$ cat config.mk
export PLATFORM = sky130hd
export DESIGN_NAME = pipe_hazard_ctrl
export DESIGN_NICKNAME = d
export VERILOG_FILES = /design/src/rtl/pipe_hazard_ctrl.sv
export SDC_FILE = /design/constraint.sdc
export NUM_CORES = 1
export LEC_CHECK = 0
export ABC_CLOCK_PERIOD_IN_PS = 2600
export CAP_MARGIN = 20
export CORE_ASPECT_RATIO = 1.5
export CORE_MARGIN = 2
export CORE_UTILIZATION = 30
export DETAILED_ROUTE_END_ITERATION = 12
export PLACE_DENSITY = 0.71
export SYNTH_ARGS = -nofsm -noshare
export SYNTH_HDL_FRONTEND = slang
export SYNTH_SLANG_ARGS = --single-unit
$ cat constraint.sdc
create_clock -name clk -period 2.6 [get_ports clk]
set_input_delay 0.52 -clock clk [delete_from_list [all_inputs] [get_ports clk]]
set_output_delay 0.52 -clock clk [all_outputs]
set_load 0.02 [all_outputs]
$ cat src/rtl/pipe_hazard_ctrl.sv
// pipe_hazard_ctrl: forwarding, stall/flush, multiply sequencing, E-stage flags.
// Optional PIPE_PERF_EN adds saturating StallCnt/FlushCnt counters.
module pipe_hazard_ctrl #(
  parameter int unsigned MUL_LAT = 3,
  parameter int unsigned PERF_W  = 32
) (
  input  logic       clk,
  input  logic       reset_n,
  input  logic [3:0] RA1D,
  input  logic [3:0] RA2D,
  input  logic [3:0] RA1E,
  input  logic [3:0] RA2E,
  input  logic [3:0] WA3E,
  input  logic [3:0] WA3M,
  input  logic [3:0] WA3W,
  input  logic       RegWriteM,
  input  logic       RegWriteW,
  input  logic       MemtoRegE,
  input  logic       PCSrcD,
  input  logic       PCSrcE,
  input  logic       PCSrcM,
  input  logic       PCSrcW,
  input  logic       BranchTakenE,
  input  logic       MulStartE,
  input  logic [3:0] FlagsNextE,
  output logic [3:0] FlagsE,
  output logic [1:0] ForwardAE,
  output logic [1:0] ForwardBE,
  output logic       StallF,
  output logic       StallD,
  output logic       StallE,
  output logic       FlushD,
  output logic       FlushE,
  output logic       FlushM,
  output logic       MulBusy,
  output logic       MulDoneE
`ifdef PIPE_PERF_EN
  ,
  output logic [PERF_W-1:0] StallCnt,
  output logic [PERF_W-1:0] FlushCnt
`endif
);

  if (MUL_LAT < 2 || MUL_LAT > 15) begin : gBadLat
    $error("MUL_LAT must be in 2..15");
  end
  if (PERF_W < 1) begin : gBadW
    $error("PERF_W must be at least 1");
  end

  typedef enum logic {RUN, MUL} state_t;

  state_t     state;
  logic [3:0] cnt;

  logic ldStall;
  logic pcWr;
  logic inMul;
  logic startMul;
  logic runMode;
  logic lastMul;

  assign ldStall  = MemtoRegE &&
                    (WA3E == RA1D || WA3E == RA2D);
  assign pcWr     = PCSrcD | PCSrcE | PCSrcM;
  assign inMul    = (state == MUL);
  assign startMul = !inMul && MulStartE;
  assign runMode  = !inMul && !MulStartE;
  assign lastMul  = inMul && (cnt == 4'd1);

  function automatic logic [1:0] fwdSel(
    input logic [3:0] ra
  );
    logic [1:0] sel;
    sel = 2'b00;
    if (ra != 4'hF) begin
      if (RegWriteM && WA3M == ra)
        sel = 2'b10;
      else if (RegWriteW && WA3W == ra)
        sel = 2'b01;
    end
    return sel;
  endfunction

  // Forwarding selects and pipeline stall/flush decode
  always_comb begin
    ForwardAE = fwdSel(RA1E);
    ForwardBE = fwdSel(RA2E);
    StallF    = 1'b0;
    StallD    = 1'b0;
    StallE    = 1'b0;
    FlushD    = 1'b0;
    FlushE    = 1'b0;
    FlushM    = 1'b0;
    MulBusy   = inMul;
    MulDoneE  = 1'b0;
    unique case (1'b1)
      inMul: begin
        StallF   = 1'b1;
        StallD   = 1'b1;
        MulDoneE = lastMul;
        StallE   = !lastMul;
        FlushM   = !lastMul;
      end
      startMul: begin
        StallF = 1'b1;
        StallD = 1'b1;
        StallE = 1'b1;
        FlushM = 1'b1;
      end
      runMode: begin
        StallF = ldStall | pcWr;
        StallD = ldStall;
        FlushD = pcWr | PCSrcW | BranchTakenE;
        FlushE = ldStall | BranchTakenE;
      end
      default: ;
    endcase
  end

  // Multiply sequencer: RUN -> MUL for MUL_LAT-1 further cycles
  always_ff @(posedge clk or negedge reset_n) begin
    if (!reset_n) begin
      state <= RUN;
      cnt   <= 4'd0;
    end else begin
      unique case (state)
        RUN: begin
          if (MulStartE) begin
            state <= MUL;
            cnt   <= 4'(MUL_LAT - 1);
          end
        end
        MUL: begin
          cnt <= cnt - 4'd1;
          if (cnt == 4'd1)
            state <= RUN;
        end
        default: begin
          state <= RUN;
          cnt   <= 4'd0;
        end
      endcase
    end
  end

  // Flags advance only when the E register takes a new instruction
  always_ff @(posedge clk or negedge reset_n) begin
    if (!reset_n)
      FlagsE <= 4'h0;
    else if (!StallE && !FlushE)
      FlagsE <= FlagsNextE;
  end

`ifdef PIPE_PERF_EN
  localparam logic [PERF_W-1:0] ONE =
    {{(PERF_W-1){1'b0}}, 1'b1};

  // Saturating stall and branch-flush event counters
  always_ff @(posedge clk or negedge reset_n) begin
    if (!reset_n) begin
      StallCnt <= '0;
      FlushCnt <= '0;
    end else begin
      if (StallD && StallCnt != '1)
        StallCnt <= StallCnt + ONE;
      if (BranchTakenE && FlushCnt != '1)
        FlushCnt <= FlushCnt + ONE;
    end
  end
`endif

endmodule
; After elaboration in Yosys (flattened, before gate mapping)
; Index checks and enable logic that the tools add are counted.
[totals]
register_bits = 9
output_inout_bits = 16
word_cells = 54
[classes]
mux = 17
n_reduce_logical = 16
n_bitwise = 7
n_eq_ne = 10
n_addsub = 1
[ops]
columns = op, n
row1 = $eq 4x4->1, 6
row2 = $logic_and 1x1->1, 9
row3 = $mux 2, 4
row4 = $ne 4x4->1 const B, 2
row5 = $pmux 1 s2, 4
row6 = $pmux 4 s2, 1
row7 = $mux 1, 7
row8 = $or 1x1->1, 6
row9 = $logic_not 1->1, 5
row10 = $eq 4x1->1 const B, 1
row11 = $mux 4, 1
row12 = $sub 4x1->4 const B, 1
row13 = $ne 2x2->1 const B, 1
row14 = $reduce_or 2->1, 1
row15 = $logic_or 1x1->1, 1
row16 = $not 1->1, 1

; Logic depth before layout (Yosys ltp)
[depth]
depth_word = 7
mapped_depth = 6
mapped_depth_nobuf = 6

; Least setup slack after synthesis
; No wires, ideal clock.
[synth_path]
path_type = register -> output
start = register cnt[1]
end = output StallE
n_path_buf = 1
path_slack_ns = 0.619
arrival_time_ns = 1.461
required_ns = 2.080
stages_incl_launch_ff = 6
path_cell_list = dfrtp_1 -> inv_1 -> ha_1 -> nor4bb_4 -> nor2_1 -> buf_4
[synth_between]
elab_chain_cells = 4
[synth_lines]
columns = item, line
row1 = start: declaration, 54  ; logic [3:0] cnt;
row2 = start signal: assignment, 131  ; cnt <= 4'(MUL_LAT - 1);
row3 = start signal: assignment, 135  ; cnt <= cnt - 4'd1;
row4 = $eq 4x1->1, 69  ; assign lastMul = inMul && (cnt == 4'd1);
row5 = $logic_and 1x1->1, 69
row6 = $logic_not 1->1, -
row7 = $pmux 1 s2, -
row8 = end: declaration, 31  ; output logic StallE,
; Every way passes these cells.

; Worst setup path in the final report
[layout_path]
start = input RA1E[0]
end = output ForwardAE[0]
[layout_between]
elab_chain_cells = 5
[layout_lines]
columns = item, line
row1 = start: declaration, 11  ; input logic [3:0] RA1E,
row2 = $eq 4x4->1, 79  ; else if (RegWriteW && WA3W == ra)
row3 = $logic_and 1x1->1, 79
row4 = $mux 1, 79
row5 = $mux 2, 77  ; if (RegWriteM && WA3M == ra)
row6 = $mux 2 (*), 76  ; if (ra != 4'hF) begin
row7 = end: declaration, 27  ; output logic [1:0] ForwardAE,
; Every way passes the cells marked *; elsewhere a longest branch is shown, timed or not.

==> results.cfg <==
[sta]
fmax_mhz = 401
fin_crit_sh_pct = 96.0
worstMarginPinSlew_ns = 0.434
finalSetupViolations = 0
tns_ns = 0
clock_skew_ns = 0.00305
min_period_ns = 2.50
hold_viol_final = 0
drv_slew = 0
maxSlewHeadroom_pct = 71.0
rsz0062_at_grt = false
setup_slack_ns = 0.105

[placement]
place_ws_ns = -0.339
portBuffers = 58
globalplace.congestion = 0.788
dp_cells = 194
dp.final_hpwl_mm = 2.34
place_area_um2 = 1580

[final_layout]
layout_commonest_cell = clkdlybuf4s50_1
diodes = 0
design_area_um2 = 1630
fillers = 256
num-nets-final = 207
drive_gt1_share_pct = 26.1
fin_util_pct = 61.4
final_cell_mix = clkdlybuf4s50_1, buf_4, xnor2_1
stdcell_count = 198
area_delta_synth_final_pct = 96.2
seq_area_um2 = 225
multi_input_comb_area_um2 = 603

[clock_network]
htree_levels = 1
numCtsBuffers = 3
postCtsSetupBuffers = 0
insertion_delay_ns = 0.23
cts_tree = yes
cts_sinks = 9
clk_pin_slew_worst_paths_ns = 0.05
root_buffer = clkbuf_8
clock_path_buffers = 2

[floorplan]
pin_count = 59
rows = 23
floorplan.die_area_um2 = 3210
core_um2 = 2650
fp.dieW_um = 46.9
start_util_pct = 31.3
die_y_um = 68.4

[critical_path]
arrival_ns = 1.98
path_cells = clkdlybuf4s50_1 -> xor2_1 -> nor4_4 -> buf_4 -> nor3_1 -> clkdlybuf4s15_2
rrSetupSlack_ns = 0.86
critPathRequiredTime_ns = 2.08
startpoint_type = input pin
path_max_fanout = 2
crit_type = in2out
slowest_stage = clkdlybuf4s50_1
cp-end-kind = output pin
slowest_delay_ns = 0.53

[global_route]
grt_overflow = 0
antenna_found_initial = 0
grt_start_max_net_pins = 10
grt_first_pass_wirelength_mm = 4.11
track_usage_pct = 17.6
grt_pass1_vias = 1059

[logic_synthesis]
postSynthCellCount = 82
syn_area_um2 = 828
syn_nets = 127
async_reset_ff_share_pct = 100
ys_ff_latch = 9
ys_seq_area_share_pct = 27.2
ys.flop_type = dfrtp_1
yosysUniqueCellTypes = 28
avgSynthCellArea_um2 = 10.1
synth_edf_count = 0
yosys_warnings = 0

[drt]
vias = 929
drt_wl_total_mm = 2.57
drt-initial-drc-count = 13
via_per_inst = 4.69
postRouteAntennaNets = 0
dr.pass1.iters = 4
wl_per_cell_um = 13.0
route.detailed.drc = 0

[worst_hold_path]
hold_path_class = reg2reg

[power]
vdd_drop_max_mv = 0.337
power_density_nw_per_um2 = 634
leakage_nw = 0.690

[outcome]
status = finished, final reports clean

[flow_run]
max_cap_violations = 0
==> report_power, final <==
group,internal (mW),total (mW),switching (mW)
sequential,0.211,0.268,0.0569
clock,0.107,0.164,0.0567
combinational,0.355,0.599,0.244
total,0.672,1.03,0.357
==> critical path: cells and delay by family <==
family | cells | cell delay, ns
buf+inv | 3 | 0.96
xor+xnor | 1 | 0.25
simple gates | 2 | 0.25
==> path summary, 6_finish.rpt <==
kind,to,cells past startpoint,start
hold reg to reg,FlagsE[0],1,FlagsE[0]
max in group asynchronous,FlagsE[3],1,reset_n
min in group asynchronous,FlagsE[2],1,reset_n
hold / removal,FlagsE[0],1,FlagsE[0]
setup / recovery,ForwardAE[0],6,RA1E[0]
setup reg to reg,FlagsE[1],5,cnt[0]
==> layer usage <==
metal / GRT usage, % / vias to the layer above / share of wire [%]
met5: 0 / - / 0
met4: 6.94 / 0 / 3.1
met3: 3.69 / 4 / 9.3
met2: 36.8 / 53 / 57
met1: 14.5 / 421 / 30
li1: - / 451 / -
==> cells in the mapped netlist (2+ instances only) <==
master   count  share of area, %
nor3_1       5               3.0
nand4_1      3               2.3
inv_1        3               1.4
a22o_2       2               2.4
dfrtp_1      9                27
xor2_1      10                11
nor2_1       3               1.4
nand2_1      2              0.91
nand3_1      5               3.0
nor4_1       2               1.5
mux2_4       4               7.3
or3_1        2               1.5
o21a_1       3               2.7
ha_1         2               3.0
xnor2_1     14                15
==> layout make-up <==
type,instances,share of cell area [%]
Inverter,3,0.693
Timing Repair Buffer,76,42.7
Multi-Input combinational cell,69,37.1
Tap cell,37,2.85
Sequential cell,9,13.9
Clock buffer,4,2.77
==> cell families (layout without fill, tap and decap cells) <==
family,count (synthesis),count (layout),synth area share (%)
simple gates,28,28,22.4
xor+xnor,24,24,25.4
compound gates,10,10,11.2
mux,5,5,8.61
flops,9,9,27.2
fa+ha+maj,2,2,3.02
buf+inv,4,83,2.27
==> metrics by stage <==
stage               power (mW)  hold WS (ns)
finish                    1.03         0.509
global placement         0.854         0.493
detailed placement       0.875         0.496
CTS                       1.04         0.512
floorplan                0.609         0.224
global route              1.10         0.532
==> flip-flops by register name, indices dropped and copies added, names as in the netlist <==
signal   cells
FlagsE       4
MulBusy      1
cnt          4
==> timing repair <==
item / 4_1_cts / 5_1_grt
gates resized for setup: 21 / 9
endpoints found under the setup margin: 8 / 7
hold buffers: 0 / 0
pin swaps: 1 / 1
(Power assumes the default switching activity.)
